$ cat src/rtl/ps2_host_tx_if.sv
// ps2_host_tx_if
// Bundles the signals between a PS/2 host transmitter and its surroundings.
//   tx_data/tx_valid/tx_ready : byte handshake from the command source
//   busy/tx_done/tx_error     : transfer status (busy also gates the keyboard receiver)
//   PS2_clk/PS2_data          : sensed open-collector PS/2 lines
//   PS2_clk_oe/PS2_data_oe    : active-high pull-low enables for those lines
// The slave modport is the transmitter; master is the side that feeds it.
interface ps2_host_tx_if;
  logic [7:0] tx_data;
  logic       tx_valid;
  logic       tx_ready;
  logic       PS2_clk;
  logic       PS2_data;
  logic       PS2_clk_oe;
  logic       PS2_data_oe;
  logic       busy;
  logic       tx_done;
  logic       tx_error;

  modport master (
    output tx_data, tx_valid, PS2_clk, PS2_data,
    input  tx_ready, PS2_clk_oe, PS2_data_oe, busy, tx_done, tx_error
  );

  modport slave (
    input  tx_data, tx_valid, PS2_clk, PS2_data,
    output tx_ready, PS2_clk_oe, PS2_data_oe, busy, tx_done, tx_error
  );
endinterface

$ cat src/rtl/ps2_host_tx.sv
// ps2_host_tx
// Host-to-device PS/2 transmitter. Holds the clock low to inhibit the device,
// raises a request (start bit), then presents data bits LSB first, odd parity
// and a released stop bit on device-generated falling clock edges, and finally
// samples the device acknowledge.
//   system_clk : system clock, all logic on the rising edge
//   reset      : asynchronous, active-low reset
//   bus        : ps2_host_tx_if.slave (handshake, status and PS/2 line signals)
// Parameters:
//   INHIBIT_CYCLES : cycles PS2_clk is held low before the request
//   TIMEOUT_CYCLES : cycles allowed from clock release to acknowledge
module ps2_host_tx #(
  parameter int INHIBIT_CYCLES = 5000,
  parameter int TIMEOUT_CYCLES = 750000
) (
  input  logic         system_clk,
  input  logic         reset,
  ps2_host_tx_if.slave bus
);

  localparam int INH_W = $clog2(INHIBIT_CYCLES + 1);
  localparam int TMO_W = $clog2(TIMEOUT_CYCLES + 1);
  localparam logic [INH_W-1:0] INH_LAST = INH_W'(INHIBIT_CYCLES - 1);
  localparam logic [TMO_W-1:0] TMO_LAST = TMO_W'(TIMEOUT_CYCLES - 1);

  typedef enum logic [2:0] {
    IDLE,
    INHIBIT,
    REQ,
    SEND,
    ACK,
    WAIT_IDLE
  } state_t;

  state_t           state;
  logic [2:0]       clk_pipe;
  logic [1:0]       data_pipe;
  logic             clk_s;
  logic             data_s;
  logic             clk_fall;
  logic             timeout;
  logic             timed_state;
  logic [INH_W-1:0] inh_cnt;
  logic [TMO_W-1:0] tmo_cnt;
  logic [3:0]       bit_cnt;
  logic [8:0]       shift_reg;
  logic             clk_oe_r;
  logic             data_oe_r;
  logic             done_r;
  logic             error_r;

  // Two-flop synchronizers; clk_pipe[2] keeps the previous synced clock so a
  // falling edge shows up as a one-cycle strobe.
  always_ff @(posedge system_clk or negedge reset) begin
    if (!reset) begin
      clk_pipe  <= '0;
      data_pipe <= '0;
    end else begin
      clk_pipe  <= {clk_pipe[1:0], bus.PS2_clk};
      data_pipe <= {data_pipe[0], bus.PS2_data};
    end
  end

  assign clk_s       = clk_pipe[1];
  assign data_s      = data_pipe[1];
  assign clk_fall    = clk_pipe[2] & ~clk_pipe[1];
  assign timed_state = (state == REQ) || (state == SEND) || (state == ACK) || (state == WAIT_IDLE);
  assign timeout     = timed_state && (tmo_cnt == TMO_LAST);

  // Transfer sequencer. The timeout check sits ahead of the state case so a
  // falling edge arriving in the timeout cycle is ignored.
  always_ff @(posedge system_clk or negedge reset) begin
    if (!reset) begin
      state     <= IDLE;
      inh_cnt   <= '0;
      tmo_cnt   <= '0;
      bit_cnt   <= '0;
      shift_reg <= '0;
      clk_oe_r  <= 1'b0;
      data_oe_r <= 1'b0;
      done_r    <= 1'b0;
      error_r   <= 1'b0;
    end else begin
      done_r  <= 1'b0;
      error_r <= 1'b0;
      if (timed_state && !timeout) begin
        tmo_cnt <= tmo_cnt + 1'b1;
      end
      if (timeout) begin
        clk_oe_r  <= 1'b0;
        data_oe_r <= 1'b0;
        error_r   <= 1'b1;
        state     <= IDLE;
      end else begin
        case (state)
          IDLE: begin
            if (bus.tx_valid && bus.tx_ready) begin
              shift_reg <= {~^bus.tx_data, bus.tx_data};
              inh_cnt   <= '0;
              clk_oe_r  <= 1'b1;
              data_oe_r <= 1'b0;
              state     <= INHIBIT;
            end
          end
          INHIBIT: begin
            if (inh_cnt == INH_LAST) begin
              clk_oe_r  <= 1'b0;
              data_oe_r <= 1'b1;
              bit_cnt   <= '0;
              tmo_cnt   <= '0;
              state     <= REQ;
            end else begin
              inh_cnt <= inh_cnt + 1'b1;
            end
          end
          REQ: begin
            if (clk_fall) begin
              data_oe_r <= ~shift_reg[0];
              shift_reg <= {1'b0, shift_reg[8:1]};
              bit_cnt   <= 4'd1;
              state     <= SEND;
            end
          end
          SEND: begin
            // bit_cnt 1..8 present data bits 1..7 and parity; 9 releases for stop
            if (clk_fall) begin
              if (bit_cnt == 4'd9) begin
                data_oe_r <= 1'b0;
                state     <= ACK;
              end else begin
                data_oe_r <= ~shift_reg[0];
                shift_reg <= {1'b0, shift_reg[8:1]};
              end
              bit_cnt <= bit_cnt + 1'b1;
            end
          end
          ACK: begin
            if (clk_fall) begin
              if (!data_s) begin
                done_r <= 1'b1;
              end else begin
                error_r <= 1'b1;
              end
              clk_oe_r  <= 1'b0;
              data_oe_r <= 1'b0;
              state     <= WAIT_IDLE;
            end
          end
          WAIT_IDLE: begin
            if (clk_s && data_s) begin
              state <= IDLE;
            end
          end
          default: begin
            clk_oe_r  <= 1'b0;
            data_oe_r <= 1'b0;
            state     <= IDLE;
          end
        endcase
      end
    end
  end

  assign bus.tx_ready    = (state == IDLE) && clk_s && data_s;
  assign bus.busy        = (state != IDLE);
  assign bus.PS2_clk_oe  = clk_oe_r;
  assign bus.PS2_data_oe = data_oe_r;
  assign bus.tx_done     = done_r;
  assign bus.tx_error    = error_r;

endmodule

$ cat src/flat_wrapper.sv
// flat-port wrapper written by rule: the top's interface ports become plain ports
module ps2_host_tx_flat 
#(
  parameter int INHIBIT_CYCLES = 5000,
  parameter int TIMEOUT_CYCLES = 750000
)
  (system_clk, reset, bus_tx_data, bus_tx_valid, bus_PS2_clk, bus_PS2_data, bus_tx_ready, bus_PS2_clk_oe, bus_PS2_data_oe, bus_busy, bus_tx_done, bus_tx_error);
  ps2_host_tx_if bus_i ();
  input  logic system_clk;
  input  logic reset;
  input wire logic [$bits(bus_i.tx_data)-1:0] bus_tx_data;
  input wire logic [$bits(bus_i.tx_valid)-1:0] bus_tx_valid;
  input wire logic [$bits(bus_i.PS2_clk)-1:0] bus_PS2_clk;
  input wire logic [$bits(bus_i.PS2_data)-1:0] bus_PS2_data;
  output wire logic [$bits(bus_i.tx_ready)-1:0] bus_tx_ready;
  output wire logic [$bits(bus_i.PS2_clk_oe)-1:0] bus_PS2_clk_oe;
  output wire logic [$bits(bus_i.PS2_data_oe)-1:0] bus_PS2_data_oe;
  output wire logic [$bits(bus_i.busy)-1:0] bus_busy;
  output wire logic [$bits(bus_i.tx_done)-1:0] bus_tx_done;
  output wire logic [$bits(bus_i.tx_error)-1:0] bus_tx_error;
  assign bus_i.tx_data = bus_tx_data;
  assign bus_i.tx_valid = bus_tx_valid;
  assign bus_i.PS2_clk = bus_PS2_clk;
  assign bus_i.PS2_data = bus_PS2_data;
  assign bus_tx_ready = bus_i.tx_ready;
  assign bus_PS2_clk_oe = bus_i.PS2_clk_oe;
  assign bus_PS2_data_oe = bus_i.PS2_data_oe;
  assign bus_busy = bus_i.busy;
  assign bus_tx_done = bus_i.tx_done;
  assign bus_tx_error = bus_i.tx_error;
  ps2_host_tx #(.INHIBIT_CYCLES(INHIBIT_CYCLES), .TIMEOUT_CYCLES(TIMEOUT_CYCLES)) u_core (.system_clk(system_clk), .reset(reset), .bus(bus_i));
endmodule
$ cat config.mk
export PLATFORM = sky130hd
export DESIGN_NAME = ps2_host_tx_flat
export DESIGN_NICKNAME = d
export VERILOG_FILES = /design/src/rtl/ps2_host_tx_if.sv /design/src/rtl/ps2_host_tx.sv /design/src/flat_wrapper.sv
export SDC_FILE = /design/constraint.sdc
export NUM_CORES = 1
export LEC_CHECK = 0
export BUFFER_PORTS_ARGS = -buffer_cell sky130_fd_sc_hd__buf_2
export CAP_MARGIN = 20
export CORE_UTILIZATION = 58
export CTS_BUF_LIST = sky130_fd_sc_hd__clkbuf_8
export DETAILED_ROUTE_END_ITERATION = 12
export PLACE_DENSITY = 0.77
export SLEW_MARGIN = 25
export SYNTH_ARGS = -nofsm -noshare
export SYNTH_HDL_FRONTEND = slang
export SYNTH_SLANG_ARGS = --single-unit
$ cat constraint.sdc
create_clock -name system_clk -period 2.82 [get_ports system_clk]
set_clock_uncertainty 0.1 [all_clocks]
set_input_delay 0.846 -clock system_clk [delete_from_list [all_inputs] [get_ports system_clk]]
set_output_delay 0.846 -clock system_clk [all_outputs]
set_load 0.05 [all_outputs]
; After elaboration in Yosys (flattened, before gate mapping)
; Cells that the tools add are included.
[word_totals]
mem_count = 0
ram_bits = 0
register_bits = 58
latchBits = 0
input_bits = 13
rom_bits = 0
[op_classes]
addsub = 3
n_mux = 45
eq_ne = 23
n_div = 0
n_shift = 0
multipliers = 0
bitwise = 4
magnitude_cmp = 0
n_reduce_logical = 23
[op_table]
columns = op, n
row1 = 2-to-1 mux 20 bit, 4
row2 = 2-to-1 mux 9 bit, 4
row3 = case mux 9 bit (3 select lines), 1
row4 = 2-to-1 mux 13 bit, 2
row5 = case mux 13 bit (2 select lines), 1
row6 = 2-to-1 mux 3 bit, 8
row7 = adder 20 x 1 -> 20 bit (second input constant), 1
row8 = == test 20 bit (second input constant), 1
row9 = 2-to-1 mux 1 bit, 18
row10 = case mux 3 bit (6 select lines), 1
row11 = != test 3 x 1 -> 1 bit (second input constant), 5
row12 = adder 13 x 1 -> 13 bit (second input constant), 1
row13 = == test 13 bit (second input constant), 1
row14 = 2-to-1 mux 4 bit, 3
row15 = != test 2 x 1 -> 1 bit (second input constant), 6
row16 = case mux 4 bit (3 select lines), 1
row17 = AND reduction 6 bit, 2
row18 = nonzero test 3 bit, 3
row19 = AND reduction 4 bit, 2
row20 = XNOR reduction 8 bit, 1
row21 = AND reduction 7 bit, 1
row22 = == test 3 x 2 -> 1 bit (second input constant), 2
row23 = == test 3 bit (second input constant), 2
row24 = logical AND 1 bit, 6
row25 = other kinds (15), 21

; Depth between registers and ports, before layout
[depth]
word_depth = 11
depth_mapped = 8
depth_no_buf = 8

; Least setup slack after synthesis
; OpenSTA, ideal clock, no wires.
[synth_path]
kind = reg2out
start = register u_core.state[2]
end = output port bus_tx_ready
arrival_ns = 1.864
required_ns = 1.874
n_path_buf = 1
stages_incl_launch_ff = 5
slack_ns = 0.010
path_cell_list = dfrtp_1 -> buf_6 -> nor2_4 -> nand2_1 -> nor2_1
[synth_between]
elab_chain_len = 3
[synth_rtl]
columns = element, line
row1 = from (decl), ps2_host_tx.sv:35  ; state_t state;
row2 = from (signal assigned), ps2_host_tx.sv:74  ; state <= IDLE;
row3 = from (signal assigned), ps2_host_tx.sv:93  ; state <= IDLE;
row4 = from (signal assigned), ps2_host_tx.sv:102  ; state <= INHIBIT;
row5 = logical NOT 3 bit, ps2_host_tx.sv:164  ; assign bus.tx_ready = (state == IDLE) && clk_s && data_s;
row6 = logical AND 1 bit (2 in series), ps2_host_tx.sv:164
row7 = to (decl), flat_wrapper.sv:15  ; output wire logic [$bits(bus_i.tx_ready)-1:0] bus_tx_ready;
; No other way between the ends.

; Final worst setup path
; Same ends and word-level chain as after synthesis.

==> flow_summary.html <==
<table>
<tr><th>Metric</th><th>Value</th></tr>
<tr><th colspan="2">Pwr</th></tr>
<tr><td>Worst ir drop on vdd</td><td>~710 uV</td></tr>
<tr><td>Cell Pwr Density</td><td>between 900 and 1000 nW/um^2</td></tr>
<tr><td>LEAKAGE</td><td>1.51 nW</td></tr>
<tr><th colspan="2">STA</th></tr>
<tr><td>RSZ-0062 raised after global routing</td><td>no</td></tr>
<tr><td>Hold Vio Cnt, Final</td><td>0</td></tr>
<tr><td>Fin crit share</td><td>0.897</td></tr>
<tr><td>Pins Over Slew Limit</td><td>0</td></tr>
<tr><td>Highest attainable clock frequency</td><td>around 0.40 GHz</td></tr>
<tr><td>Worst rel slew slack</td><td>0.581</td></tr>
<tr><td>Final setup viols</td><td>0</td></tr>
<tr><td>Setup TNS</td><td>0 ns</td></tr>
<tr><td>Final worst path period need</td><td>between 2 and 3 ns</td></tr>
<tr><td>Tightest Pin Transition</td><td>0.625 ns</td></tr>
<tr><th colspan="2">Detailed routing</th></tr>
<tr><td>ANT nets after route</td><td>0</td></tr>
<tr><td>Detailed-router iteration count before antenna repair</td><td>5</td></tr>
<tr><td>Total number of vias</td><td>2473</td></tr>
<tr><td>Mean number of vias per cell</td><td>5.72</td></tr>
<tr><td>Initial DRC count</td><td>around 190</td></tr>
<tr><td>Wire length per cell</td><td>between 10 and 15 um</td></tr>
<tr><td>Routed wire length</td><td>between 6000 and 7000 um</td></tr>
<tr><td>Post-detailed-route DRC marker count</td><td>0</td></tr>
<tr><th colspan="2">Worst setup path</th></tr>
<tr><td>Setup Crit Path Kind</td><td>register to output pin</td></tr>
<tr><td>CP peak stage delay</td><td>slightly above 0.4 ns</td></tr>
<tr><td>Critical Path Start Type</td><td>register</td></tr>
<tr><td>Critical-path top delay cell</td><td>dfrtp_1</td></tr>
<tr><td>CP cell instances</td><td>nor2_4, nand2_1, nor2_1, buf_2</td></tr>
<tr><td>Data required time at the worst endpoint</td><td>about 1.9 ns</td></tr>
<tr><td>Nature of the critical path endpoint</td><td>output pin</td></tr>
<tr><td>Maximum fanout count along the critical path</td><td>9</td></tr>
<tr><td>Worst EP arrival</td><td>between 1.5 and 2 ns</td></tr>
<tr><th colspan="2">Run status</th></tr>
<tr><td>Result of the run</td><td>finished clean</td></tr>
<tr><th colspan="2">Synth</th></tr>
<tr><td>Main synth FF type</td><td>dfrtp_1</td></tr>
<tr><td>Share of flip-flops with an asynchronous set or reset after synthesis</td><td>1.00</td></tr>
<tr><td>Mean cell area of the mapped netlist</td><td>between 9 and 10 um^2</td></tr>
<tr><td>Area of the mapped netlist</td><td>about 3200 um^2</td></tr>
<tr><td>Number of enable-type register cells in the synthesized netlist</td><td>0</td></tr>
<tr><td>Sequential area share after synthesis</td><td>0.457</td></tr>
<tr><td>Yosys warns</td><td>0</td></tr>
<tr><td>Number of flip-flops and latches in the synthesized netlist</td><td>58</td></tr>
<tr><td>Unique cell type count in the Yosys netlist</td><td>between 50 and 60</td></tr>
<tr><td>Net count after synthesis</td><td>between 300 and 400</td></tr>
<tr><td>Number of instances in the synthesized netlist</td><td>334</td></tr>
<tr><th colspan="2">GRT</th></tr>
<tr><td>Initial antenna violation count</td><td>0</td></tr>
<tr><td>Via count of the first global-routing pass</td><td>roughly 2.4k</td></tr>
<tr><td>Overall fraction of global-route tracks in use</td><td>0.243</td></tr>
<tr><td>Total overflow reported by the global router</td><td>0</td></tr>
<tr><td>Maximum number of pins on one net before global-route repair</td><td>24</td></tr>
<tr><td>Wire length of the first global-routing pass</td><td>11000 um</td></tr>
<tr><th colspan="2">CTS</th></tr>
<tr><td>Clock Latency Late Sink</td><td>0.34 ns</td></tr>
<tr><td>Root Buffer</td><td>clkbuf_8</td></tr>
<tr><td>Post-CTS Hold Buffers</td><td>0</td></tr>
<tr><td>Num Clock Sinks</td><td>between 50 and 60</td></tr>
<tr><td>Maximum buffer depth of the clock tree</td><td>2</td></tr>
<tr><td>CTS tree</td><td>yes</td></tr>
<tr><td>H-tree levels</td><td>3</td></tr>
<tr><td>Register clock-pin slew on the reported worst setup and hold paths</td><td>0.06 ns</td></tr>
<tr><td>Number of setup buffers added after CTS</td><td>0</td></tr>
<tr><td>Num CTS Buffers</td><td>9</td></tr>
<tr><td>Post-CTS Resized</td><td>0</td></tr>
<tr><th colspan="2">Cells and area</th></tr>
<tr><td>Number of flip-flops in the largest register</td><td>20</td></tr>
<tr><td>FILL cells</td><td>408</td></tr>
<tr><td>Post-synthesis to final-layout area growth</td><td>11.7%</td></tr>
<tr><td>Core occupancy in the finished layout</td><td>0.681</td></tr>
<tr><td>Share of final-layout standard cells stronger than drive strength 1</td><td>0.180</td></tr>
<tr><td>Fin nets</td><td>about 380</td></tr>
<tr><td>Ant. Diodes</td><td>0</td></tr>
<tr><th colspan="2">Floorplan</th></tr>
<tr><td>Die Outline Area</td><td>5780 um^2</td></tr>
<tr><td>Vertical die dimension</td><td>between 70 and 80 um</td></tr>
<tr><td>Core region area</td><td>about 5200 um^2</td></tr>
<tr><td>DIE WIDTH</td><td>roughly 76 um</td></tr>
<tr><td>Starting utilization of the core area</td><td>0.610</td></tr>
<tr><td>Floorplan row count</td><td>26</td></tr>
<tr><td>IO Count</td><td>19</td></tr>
<tr><th colspan="2">Hold path</th></tr>
<tr><td>Tightest Hold Check Type</td><td>register to register</td></tr>
<tr><th colspan="2">Placed design</th></tr>
<tr><td>Dpl hpwl</td><td>about 4300 um</td></tr>
<tr><td>Final Wtd Congestion</td><td>~0.93</td></tr>
<tr><td>Count of buffers inserted at the top-level ports</td><td>18</td></tr>
<tr><th colspan="2">Flow run</th></tr>
<tr><td>Maximum Capacitance Violations</td><td>0</td></tr>
</table>
synth_stat cells, types with 2 or more instances:
| cell type | n | area [um^2] |
|---|---|---|
| inv_2 | 3 | 11.3 |
| nand3_2 | 3 | 30.0 |
| nor4_1 | 2 | 12.5 |
| nor3_4 | 2 | 32.5 |
| nor3_1 | 9 | 45.0 |
| buf_2 | 6 | 30.0 |
| nor3b_4 | 2 | 37.5 |
| o41ai_1 | 2 | 17.5 |
| xnor2_1 | 19 | 166 |
| xor2_1 | 14 | 123 |
| nand2_1 | 44 | 165 |
| o21ai_0 | 16 | 80.1 |
| o211ai_1 | 2 | 15.0 |
| nor2_1 | 53 | 199 |
| nand3b_1 | 2 | 15.0 |
| dfrtp_1 | 58 | 1450 |
| mux2_2 | 2 | 22.5 |
| ha_1 | 4 | 50.1 |
| nand3_1 | 12 | 60.1 |
| and4_1 | 2 | 17.5 |
| a31oi_4 | 2 | 42.5 |
| or3_1 | 2 | 12.5 |
| a21oi_1 | 10 | 50.1 |
| clkbuf_1 | 3 | 11.3 |
| and3_1 | 5 | 31.3 |
| a31oi_1 | 11 | 68.8 |
| o21a_1 | 2 | 15.0 |
| nand4_1 | 11 | 68.8 |
| inv_1 | 7 | 26.3 |
layout by cell type (no fill, tap or decap), types with 10 or more instances in the layout:
cell	synthesis	routed
xor2_1	14	14
nand2_1	44	44
a31oi_1	11	11
o21ai_0	16	16
nand4_1	11	11
nand3_1	12	12
xnor2_1	19	19
a21oi_1	10	10
dfrtp_1	58	58
nor2_1	53	53
buf_2	6	18
path summary, 6_finish.rpt:
| check | start | endpoint | slack [ns] | depth (start not counted) |
|---|---|---|---|---|
| max | u_core.state[2] | bus_tx_ready | 0.29 | 4 |
| min | u_core.clk_pipe[0] | u_core.clk_pipe[1] | 0.25 | 0 |
| max reg2reg | u_core.tmo_cnt[6] | u_core.bit_cnt[1] | 0.64 | 6 |
| min reg2reg | u_core.clk_pipe[0] | u_core.clk_pipe[1] | 0.25 | 0 |
| max in group asynchronous | reset | u_core.shift_reg[8] | 1.65 | 2 |
| min in group asynchronous | reset | u_core.tmo_cnt[13] | 0.34 | 1 |
per-layer routing:
layer | track usage | wire [um] | vias to the layer above
met5 | 0 | 0 | -
met4 | 0.0962 | 88 | 0
met3 | 0.0886 | 330 | 10
met2 | 0.366 | 2880 | 65
met1 | 0.319 | 2910 | 1186
li1 | - | - | 1212
critical path, delay by kind of cell, from the launching register on:
kind	cells	cell delay, ns
buffers and inverters	1	0.26
flip-flops	1	0.41
AND/OR/NAND/NOR	3	0.58
kinds of logic (layout without fill, tap and decap cells):
kind of cell               Yosys count  in the layout  synth area share
AOI/OAI and AO/OA                   52             52             0.115
xor gates and xnor gates            34             34            0.0996
adders and majority gates            4              4            0.0158
buffers and inverters               21             49            0.0307
DFF                                 58             58             0.457
muxes                                2              2           0.00709
and+or+nand+nor                    163            163             0.275
layout make-up:
cell class / count / area (um^2) / area share
Multi-Input combinational cell: 255 / 1630 / 0.459
Sequential cell: 58 / 1450 / 0.409
Timing Repair Buffer: 24 / 135 / 0.0381
Clock buffer: 9 / 124 / 0.0349
Tap cell: 70 / 87.6 / 0.0247
Clock inverter: 6 / 83.8 / 0.0236
Inverter: 10 / 37.5 / 0.0106
through the flow:
step / hold slack [ns] / power (mW) / instance area [um^2] / setup slack, ns / instances
after floorplan: 0.231 / 2.23 / 3180 / 0.0104 / 334
after global placement: 0.233 / 2.46 / 3340 / 0.447 / 417
after detailed placement: 0.235 / 2.50 / 3340 / 0.412 / 417
after CTS: 0.250 / 3.33 / 3550 / 0.299 / 432
after global routing: 0.253 / 3.55 / 3550 / 0.192 / 432
final: 0.248 / 3.31 / 3550 / 0.291 / 432
power breakdown:
| part | switching [mW] | internal [mW] | total, mW |
|---|---|---|---|
| logic | 0.824 | 0.494 | 1.32 |
| clock network | 0.327 | 0.487 | 0.814 |
| registers | 0.155 | 1.02 | 1.18 |
(Power assumes the default switching activity.)
